<file path="config.mk">
export PLATFORM = sky130hd
export DESIGN_NAME = dcim_shift_acc_flat
export DESIGN_NICKNAME = d
export VERILOG_FILES = /design/src/rtl/dcim_pkg.sv /design/src/rtl/dcim_shift_acc_if.sv /design/src/rtl/dcim_shift_acc.sv /design/src/flat_wrapper.sv
export SDC_FILE = /design/constraint.sdc
export NUM_CORES = 1
export LEC_CHECK = 0
export ABC_AREA = 1
export CAP_MARGIN = 10
export CORE_AREA = 2 2 94 96
export DETAILED_ROUTE_END_ITERATION = 6
export DIE_AREA = 0 0 96 98
export PLACE_DENSITY = 0.73
export SLEW_MARGIN = 20
export SYNTH_ARGS = -nofsm -noshare
export SYNTH_HDL_FRONTEND = slang
export SYNTH_SLANG_ARGS = --single-unit
</file>
<file path="constraint.sdc">
create_clock -name clk -period 5.3 [get_ports clk]
set_input_delay 1.06 -clock clk [delete_from_list [all_inputs] [get_ports clk]]
set_output_delay 1.06 -clock clk [all_outputs]
set_load 0.02 [all_outputs]
</file>
<file path="src/rtl/dcim_pkg.sv">
// Shared DCIM definitions: shift-accumulator state encoding, default sizes and
// the plane-counter width helper.
package dcim_pkg;

  localparam int DCIM_PSUM_W   = 16;
  localparam int DCIM_ACT_BITS = 8;
  localparam int DCIM_ACC_W    = 24;

  typedef enum logic [1:0] {
    SACC_IDLE  = 2'd0,
    SACC_ACCUM = 2'd1,
    SACC_DONE  = 2'd2
  } sacc_state_e;

  // Plane counter width; ACT_BITS is at least 2, so this is at least 1.
  function automatic int sacc_cnt_w(input int act_bits);
    return (act_bits < 2) ? 1 : $clog2(act_bits);
  endfunction

endpackage

</file>
<file path="src/rtl/dcim_shift_acc_if.sv">
// Bus between the column adder tree / readout stage and the shift-accumulator.
interface dcim_shift_acc_if #(
  parameter int PSUM_W = 16,
  parameter int ACC_W  = 24
) ();

  // Handshakes: a psum beat transfers on a rising clk edge where in_valid and
  // in_ready are both 1; a result transfers where out_valid and out_ready are
  // both 1. The master may not withdraw or change psum/out-side data while its
  // valid is high and the transfer has not happened. ready never waits on valid.
  logic              start;
  logic              act_signed;
  logic              in_valid;
  logic              in_ready;
  logic [PSUM_W-1:0] psum;
  logic              out_valid;
  logic              out_ready;
  logic [ACC_W-1:0]  out_data;
  logic              busy;
  logic              relu_clip;

  modport master (
    output start, act_signed, in_valid, psum, out_ready,
    input  in_ready, out_valid, out_data, busy, relu_clip
  );

  modport slave (
    input  start, act_signed, in_valid, psum, out_ready,
    output in_ready, out_valid, out_data, busy, relu_clip
  );

endinterface

</file>
<file path="src/rtl/dcim_shift_acc.sv">
// Bit-serial shift-accumulator for one DCIM column: folds MSB-first bit-plane
// partial sums into a dot product. Optional clamp: define DCIM_SACC_RELU_EN.
module dcim_shift_acc
  import dcim_pkg::*;
#(
  parameter int PSUM_W   = DCIM_PSUM_W,
  parameter int ACT_BITS = DCIM_ACT_BITS,
  parameter int ACC_W    = DCIM_ACC_W
) (
  input  logic               clk,
  input  logic               rst,
  dcim_shift_acc_if.slave    bus,
  output sacc_state_e        state_dbg_o
);

  localparam int CNT_W = sacc_cnt_w(ACT_BITS);
  localparam logic [CNT_W-1:0] LAST_CNT = CNT_W'(ACT_BITS - 1);

  if (ACT_BITS < 2 || ACT_BITS > 16) begin : g_bad_act_bits
    $error("dcim_shift_acc: ACT_BITS must be in 2..16");
  end
  if (ACC_W < PSUM_W + ACT_BITS) begin : g_bad_acc_w
    $error("dcim_shift_acc: ACC_W must be >= PSUM_W + ACT_BITS");
  end

  sacc_state_e      state_q, state_d;
  logic [ACC_W-1:0] acc_q, acc_d;
  logic [CNT_W-1:0] cnt_q, cnt_d;
  logic             signed_q, signed_d;
  logic [ACC_W-1:0] out_data_q, out_data_d;
  logic [ACC_W-1:0] psum_ext;
  logic [ACC_W-1:0] plane_val;

  assign psum_ext = {{(ACC_W-PSUM_W){bus.psum[PSUM_W-1]}}, bus.psum};

  // The first (MSB) plane carries negative weight for signed activations.
  always_comb begin
    plane_val = (acc_q << 1) + psum_ext;
    if (cnt_q == '0) begin
      plane_val = signed_q ? (ACC_W'(0) - psum_ext) : psum_ext;
    end
  end

`ifdef DCIM_SACC_RELU_EN
  logic clip_q, clip_d;
`endif

  always_comb begin
    state_d    = state_q;
    acc_d      = acc_q;
    cnt_d      = cnt_q;
    signed_d   = signed_q;
    out_data_d = out_data_q;
`ifdef DCIM_SACC_RELU_EN
    clip_d     = clip_q;
`endif
    case (state_q)
      SACC_IDLE: begin
        if (bus.start) begin
          acc_d    = '0;
          cnt_d    = '0;
          signed_d = bus.act_signed;
          state_d  = SACC_ACCUM;
        end
      end
      SACC_ACCUM: begin
        if (bus.in_valid) begin
          acc_d = plane_val;
          if (cnt_q == LAST_CNT) begin
            state_d    = SACC_DONE;
            out_data_d = plane_val;
`ifdef DCIM_SACC_RELU_EN
            clip_d = plane_val[ACC_W-1];
            if (plane_val[ACC_W-1]) begin
              out_data_d = '0;
            end
`endif
          end else begin
            cnt_d = cnt_q + CNT_W'(1);
          end
        end
      end
      SACC_DONE: begin
        if (bus.out_ready) begin
          state_d = SACC_IDLE;
        end
      end
      default: state_d = SACC_IDLE;
    endcase
  end

  always_ff @(posedge clk) begin
    if (rst) begin
      state_q    <= SACC_IDLE;
      acc_q      <= '0;
      cnt_q      <= '0;
      signed_q   <= 1'b0;
      out_data_q <= '0;
`ifdef DCIM_SACC_RELU_EN
      clip_q     <= 1'b0;
`endif
    end else begin
      state_q    <= state_d;
      acc_q      <= acc_d;
      cnt_q      <= cnt_d;
      signed_q   <= signed_d;
      out_data_q <= out_data_d;
`ifdef DCIM_SACC_RELU_EN
      clip_q     <= clip_d;
`endif
    end
  end

  assign bus.in_ready  = (state_q == SACC_ACCUM);
  assign bus.out_valid = (state_q == SACC_DONE);
  assign bus.busy      = (state_q != SACC_IDLE);
  assign bus.out_data  = out_data_q;
  assign state_dbg_o   = state_q;

`ifdef DCIM_SACC_RELU_EN
  assign bus.relu_clip = clip_q;
`else
  assign bus.relu_clip = 1'b0;
`endif

endmodule

</file>
<file path="src/flat_wrapper.sv">
// flat-port wrapper written by rule: the top's interface ports become plain ports
module dcim_shift_acc_flat import dcim_pkg::*;
#(
  parameter int PSUM_W   = DCIM_PSUM_W,
  parameter int ACT_BITS = DCIM_ACT_BITS,
  parameter int ACC_W    = DCIM_ACC_W
)
  (clk, rst, state_dbg_o, bus_start, bus_act_signed, bus_in_valid, bus_psum, bus_out_ready, bus_in_ready, bus_out_valid, bus_out_data, bus_busy, bus_relu_clip);
  dcim_shift_acc_if #(.PSUM_W(PSUM_W), .ACC_W(ACC_W)) bus_i ();
  input  logic clk;
  input  logic rst;
  output sacc_state_e state_dbg_o;
  input wire logic [$bits(bus_i.start)-1:0] bus_start;
  input wire logic [$bits(bus_i.act_signed)-1:0] bus_act_signed;
  input wire logic [$bits(bus_i.in_valid)-1:0] bus_in_valid;
  input wire logic [$bits(bus_i.psum)-1:0] bus_psum;
  input wire logic [$bits(bus_i.out_ready)-1:0] bus_out_ready;
  output wire logic [$bits(bus_i.in_ready)-1:0] bus_in_ready;
  output wire logic [$bits(bus_i.out_valid)-1:0] bus_out_valid;
  output wire logic [$bits(bus_i.out_data)-1:0] bus_out_data;
  output wire logic [$bits(bus_i.busy)-1:0] bus_busy;
  output wire logic [$bits(bus_i.relu_clip)-1:0] bus_relu_clip;
  assign bus_i.start = bus_start;
  assign bus_i.act_signed = bus_act_signed;
  assign bus_i.in_valid = bus_in_valid;
  assign bus_i.psum = bus_psum;
  assign bus_i.out_ready = bus_out_ready;
  assign bus_in_ready = bus_i.in_ready;
  assign bus_out_valid = bus_i.out_valid;
  assign bus_out_data = bus_i.out_data;
  assign bus_busy = bus_i.busy;
  assign bus_relu_clip = bus_i.relu_clip;
  dcim_shift_acc #(.PSUM_W(PSUM_W), .ACT_BITS(ACT_BITS), .ACC_W(ACC_W)) u_core (.clk(clk), .rst(rst), .bus(bus_i), .state_dbg_o(state_dbg_o));
endmodule
</file>
[After elaboration in Yosys (flattened, before gate mapping)]
Index checks and enable logic that the tools add are counted.
Cells by class
  add/sub/neg operators: 3
  equality and inequality tests: 8
  mux-type cells: 14
  reductions and logical operators: 9
Operators by type and width (count)
  $mux 24: 2
  $mux 23: 2
  $pmux 23 s2: 1
  $add 24x24->24: 1
  $sub 1x16->17 const A: 1
  $mux 3: 3
  $mux 2: 4
  $ne 2x2->1 const B: 4
  $reduce_and 4->1: 2
  $pmux 2 s3: 1
  $pmux 3 s2: 1
  $reduce_and 3->1: 2
  $reduce_bool 2->1: 2
  $add 3x1->3 const B: 1
  $eq 3x3->1 const B: 1
  $logic_not 3->1: 1
  $eq 2x1->1 const B: 1
  $eq 2x2->1 const B: 1
  $logic_not 2->1: 1
  $ne 2x1->1 const B: 1
  $reduce_and 2->1: 1
Storage, ports and cells
  bits in registers: 53
  word-level logic and storage cells: 39

[Depth between registers and ports, before layout]
  word-level depth: 5
  mapped depth: 14
  gate-level depth less buffers: 14

[Worst setup path before layout]
No wires, ideal clock.
  path type: input to register
  from: input bus_psum[1]
  to: register u_core.out_data_q[13] (netlist: u_core.bus.out_data[13])
  setup time: 0.115 ns
  arrival: 2.550 ns
  path slack: 2.635 ns
  stages on the path: 12
  cells stage by stage: ha_1 -> fa_1 -> nand3_1 -> nand3_1 -> nand2_1 -> nand3_1 -> nand2_1 -> nand3b_1 -> nand3_1 -> nand2_1 -> o21ai_0 -> inv_1
On the way
  cells in the longest elaborated chain, start to end: 3
Ends and longest elaborated chain
  start: declaration: RTL line flat_wrapper.sv:16  | input wire logic [$bits(bus_i.psum)-1:0] bus_psum;
  $sub 1x16->17: RTL line dcim_shift_acc.sv:40  | plane_val = signed_q ? (ACC_W'(0) - psum_ext) : psum_ext;
  $mux 24: RTL line dcim_shift_acc.sv:40
  $mux 24 *: RTL line dcim_shift_acc.sv:39  | if (cnt_q == '0) begin
  end signal: assignment: RTL line dcim_shift_acc.sv:107  | out_data_q <= out_data_d;
  end: declaration: RTL line dcim_shift_acc.sv:30  | logic [ACC_W-1:0] out_data_q, out_data_d;
Mark *: on every way between the ends. The rest lies on a longest branch, timed or not.
A chain may end at the register's enable or synchronous reset.

[Worst setup path after layout]
  from: input bus_psum[1]
  to: register u_core.acc_q[17]
On the way
  cells in the longest elaborated chain, start to end: 5
Ends and longest elaborated chain
  $sub 1x16->17: RTL line dcim_shift_acc.sv:40
  $mux 24: RTL line dcim_shift_acc.sv:40
  $mux 24 *: RTL line dcim_shift_acc.sv:39
  $mux 23 *: RTL line dcim_shift_acc.sv:67  | if (bus.in_valid) begin
  $pmux 23 s2 *: RTL line dcim_shift_acc.sv:57  | case (state_q)
  end signal: assignment: RTL line dcim_shift_acc.sv:95  | acc_q <= '0;
  end signal: assignment: RTL line dcim_shift_acc.sv:104  | acc_q <= acc_d;
  end: declaration: RTL line dcim_shift_acc.sv:27  | logic [ACC_W-1:0] acc_q, acc_d;
Mark *: on every way between the ends. The rest lies on a longest branch, timed or not. The select of a mux whose other input is x is not followed.

==> impl_metrics.json <==
{
  "status": "completed",
  "cts.sinks": 53,
  "clk-insertion-delay-late_ps": 320,
  "reg2reg_from": "u_core.acc_q[0]",
  "core_region_area_mm2": 0.00847,
  "criticalPathCategory": "input port to flop",
  "min_from": "u_core.acc_q[7]",
  "cts_setup_buffers": 0,
  "slew_headroom_pct": 29.6,
  "grt_max_degree": 32,
  "crit_slowest_cell": "fa_1",
  "finClkSkew_ps": 12.6,
  "cpMostUsedCell": "nand2_1",
  "start_util_pct": 49.5,
  "synth_top_family_by_area": "simple AND/OR/NAND/NOR gates",
  "p_clk_share_pct": 29.9,
  "wl_per_cell_um": 14.4,
  "drt-total-wl_mm": 12.2,
  "gr-total-overflow": 0,
  "cpPeakStageDelay_ps": 450,
  "hold_slack_ps": 484,
  "area_delta_synth_final_pct": 15.8,
  "synth_seq_cells": 53,
  "placed_cell_area_mm2": 0.00473,
  "gr-usage-all-layers_pct": 27.2,
  "net-switching-power_uw": 356,
  "io_pins": 52,
  "first_global_vias": 4256,
  "drv_cap": 0,
  "hold_end": "u_core.acc_q[7]",
  "finalNonFillerCells": 852,
  "drive_gt1_share_pct": 4.44,
  "swShare_pct": 35.5,
  "power.share.combinational_pct": 28.2,
  "drt_iter0_drc": 258,
  "hold_viol": 0,
  "num_rows": 34,
  "dp_cells": 844,
  "fin_crit_sh_pct": 61.6,
  "async_flop_share_pct": 0,
  "synthCells": 704,
  "place.port_buffers": 50,
  "worstSetupStartpointType": "input port",
  "cts.root.buffer_cell": "clkbuf_8",
  "cts_buffers": 5,
  "synthAdderAreaFrac_pct": 8.24,
  "end_kind": "flop",
  "max_freq_ghz": 0.306,
  "dr.pass1.iters": 5,
  "multi_input_area_mm2": 0.00262,
  "hold_depth": 2,
  "fin_crit_ps": 3260,
  "cts.clk_slew.worst_paths_ps": 120,
  "layout.nets": 792,
  "dpl.hpwl_mm": 9.51,
  "cts_max_level": 2,
  "antenna_found_initial": 0,
  "synth_nets": 753,
  "fillers": 840,
  "yosysMostFrequentCell": "nand2_1",
  "seq_power_share_pct": 41.9,
  "powerDensity_mw_per_mm2": 207,
  "yosysTopAreaCell": "dfxtp_1",
  "cts-resized-gates": 0,
  "synthTopCellsByArea": "dfxtp_1 25%, nand2_1 20%, inv_1 9.4%",
  "die_h_um": 98,
  "ir_worst_vdd_uv": 175,
  "tritoncts": "yes",
  "ant_nets": 0,
  "synth_top_cell_area_share_pct": 25.3,
  "worst_r2r_path_depth": 13,
  "seq_area_frac_synth_pct": 25.3,
  "drc": 0,
  "worst_pin_slew_ps": 1060,
  "rsz0062_at_grt": "no",
  "intPower_uw": 648,
  "slew_viol_final": 0,
  "dieArea_mm2": 0.00941,
  "r2r_end": "u_core.acc_q[17]",
  "clock_path_buffers": 2,
  "postSynthAreaPerCell_um2": 5.95,
  "synth_warnings": 0,
  "grt_pass1_wl_mm": 20.4,
  "synthSimpleGateAreaFrac_pct": 39.2,
  "hold_path_class": "flop to flop",
  "setup_viol": 0,
  "synth_common_cells": "223 x nand2_1, 105 x inv_1, 63 x nor2_1, 59 x a21oi_1, 56 x nand3_1",
  "cp.arrival_ps": 3520,
  "register_area_mm2": 0.00106,
  "fp.dieW_um": 96,
  "hold_buffers": 0,
  "diodes": 0,
  "crit_chain": "clkdlybuf4s50_1, ha_1, fa_1, nand3_1, nand3_1, nand2_1, nand3_1, nand2_1, nand2_1, nand2_1, nand3_1, nand2_1, nand2_1, a21oi_1",
  "gp_congestion": 0.950,
  "fin_setup_tns_ps": 0,
  "crit_fanout": 4,
  "leakage_uw": 0.00246,
  "synth-xor-area-share_pct": 1.25,
  "synth_area_mm2": 0.00419,
  "synth_edf_count": 0,
  "viasPerCell": 5.30,
  "vias": 4519,
  "synth.area.mux_share_pct": 0,
  "synth_compound_area_share_pct": 13.6,
  "cp.required_ps": 5550,
  "fin_area_mm2": 0.00485,
  "synthFlopType": "dfxtp_1",
  "rrSetupSlack_ps": 2900,
  "ys_types": 35
}
## power by group through the flow
stage | Sequential, uW | Combinational [uW] | Clock [uW]
final | 421 | 283 | 300
after global routing | 422 | 315 | 325
after detailed placement | 430 | 277 | 0
after CTS | 421 | 278 | 306
after global placement | 429 | 275 | 0
after floorplan | 424 | 197 | 0
## flip-flops by register name, indices dropped and copies added, names as in the netlist
name and count:
u_core.state_dbg_o 2, u_core.cnt_q 3, u_core.bus.out_data 24, u_core.signed_q 1
u_core.acc_q 23
## final cells by class
type	instances	area share, %
sequential	53	21.9
clock inverter	3	1.03
tap	108	2.78
clock buffer	5	1.42
multi-input combinational	524	53.9
inverter	106	8.20
timing repair buffer	53	10.8
## critical path: cells and delay by family
kind                     cells  cell delay, ps
buffers and inverters        1             420
adder cells (fa/ha/maj)      2             730
AND/OR/NAND/NOR             10            1160
AO/OA/AOI/OAI                1             140
## stage by stage
| stage | total power, uW | worst slack, ps | utilization, % |
|---|---|---|---|
| after floorplan | 621 | 2630 | - |
| after global placement | 704 | 1730 | 55.9 |
| after detailed placement | 707 | 1760 | 55.9 |
| after CTS | 1010 | 2080 | 57.3 |
| after global routing | 1060 | 1900 | 57.3 |
| final | 1000 | 2040 | 57.3 |
## cells in the final DEF, fill, tap and decap left out
master / instances
o21ai_1: 11
inv_8: 1
nor2_1: 63
or2_2: 3
nor4_1: 1
o31ai_1: 2
fa_1: 1
nand2_1: 223
dfxtp_1: 53
nand3b_1: 10
xor2_1: 2
o21ai_0: 31
nand2_4: 1
inv_2: 1
clkdlybuf4s50_1: 50
inv_1: 105
o21ai_2: 3
xnor2_1: 4
nor3_4: 1
a21oi_1: 59
clkinv_4: 1
bufinv_16: 1
nor2_4: 3
ha_1: 26
nor3_1: 9
nand3_2: 4
conb_1: 1
nand4_1: 3
nand3_1: 56
nor2_2: 3
buf_4: 3
a21oi_2: 2
o21bai_1: 1
clkbuf_8: 5
nand2_2: 1
## routing by layer
metal	vias up	track usage [%]	wire, um
li1	2301	-	-
met1	2047	38.2	5670
met2	148	42.9	5510
met3	23	4.55	812
met4	0	7.25	254
met5	-	0	0
## cell families (layout without fill, tap and decap cells)
group           after synthesis  count (layout)
flops                        53              53
other cells                   1               1
compound gates              109             109
buf+inv                     127             167
simple gates                381             381
xor+xnor                      6               6
fa+ha+maj                    27              27
## how the worst max path moves through the flow
| stage | to | slack, ps | startpoint |
|---|---|---|---|
| 2_1_floorplan | u_core.bus.out_data[13] | 2630 | bus_psum[1] |
| 3_3_place_gp | u_core.acc_q[17] | 1730 | bus_psum[1] |
| 3_5_place_dp | u_core.acc_q[17] | 1760 | bus_psum[1] |
| 4_1_cts | u_core.acc_q[17] | 2080 | bus_psum[1] |
| 5_1_grt | u_core.acc_q[17] | 1900 | bus_psum[1] |
| 6_report | u_core.acc_q[17] | 2040 | bus_psum[1] |
No activity file was read; power rests on OpenSTA's default activity.
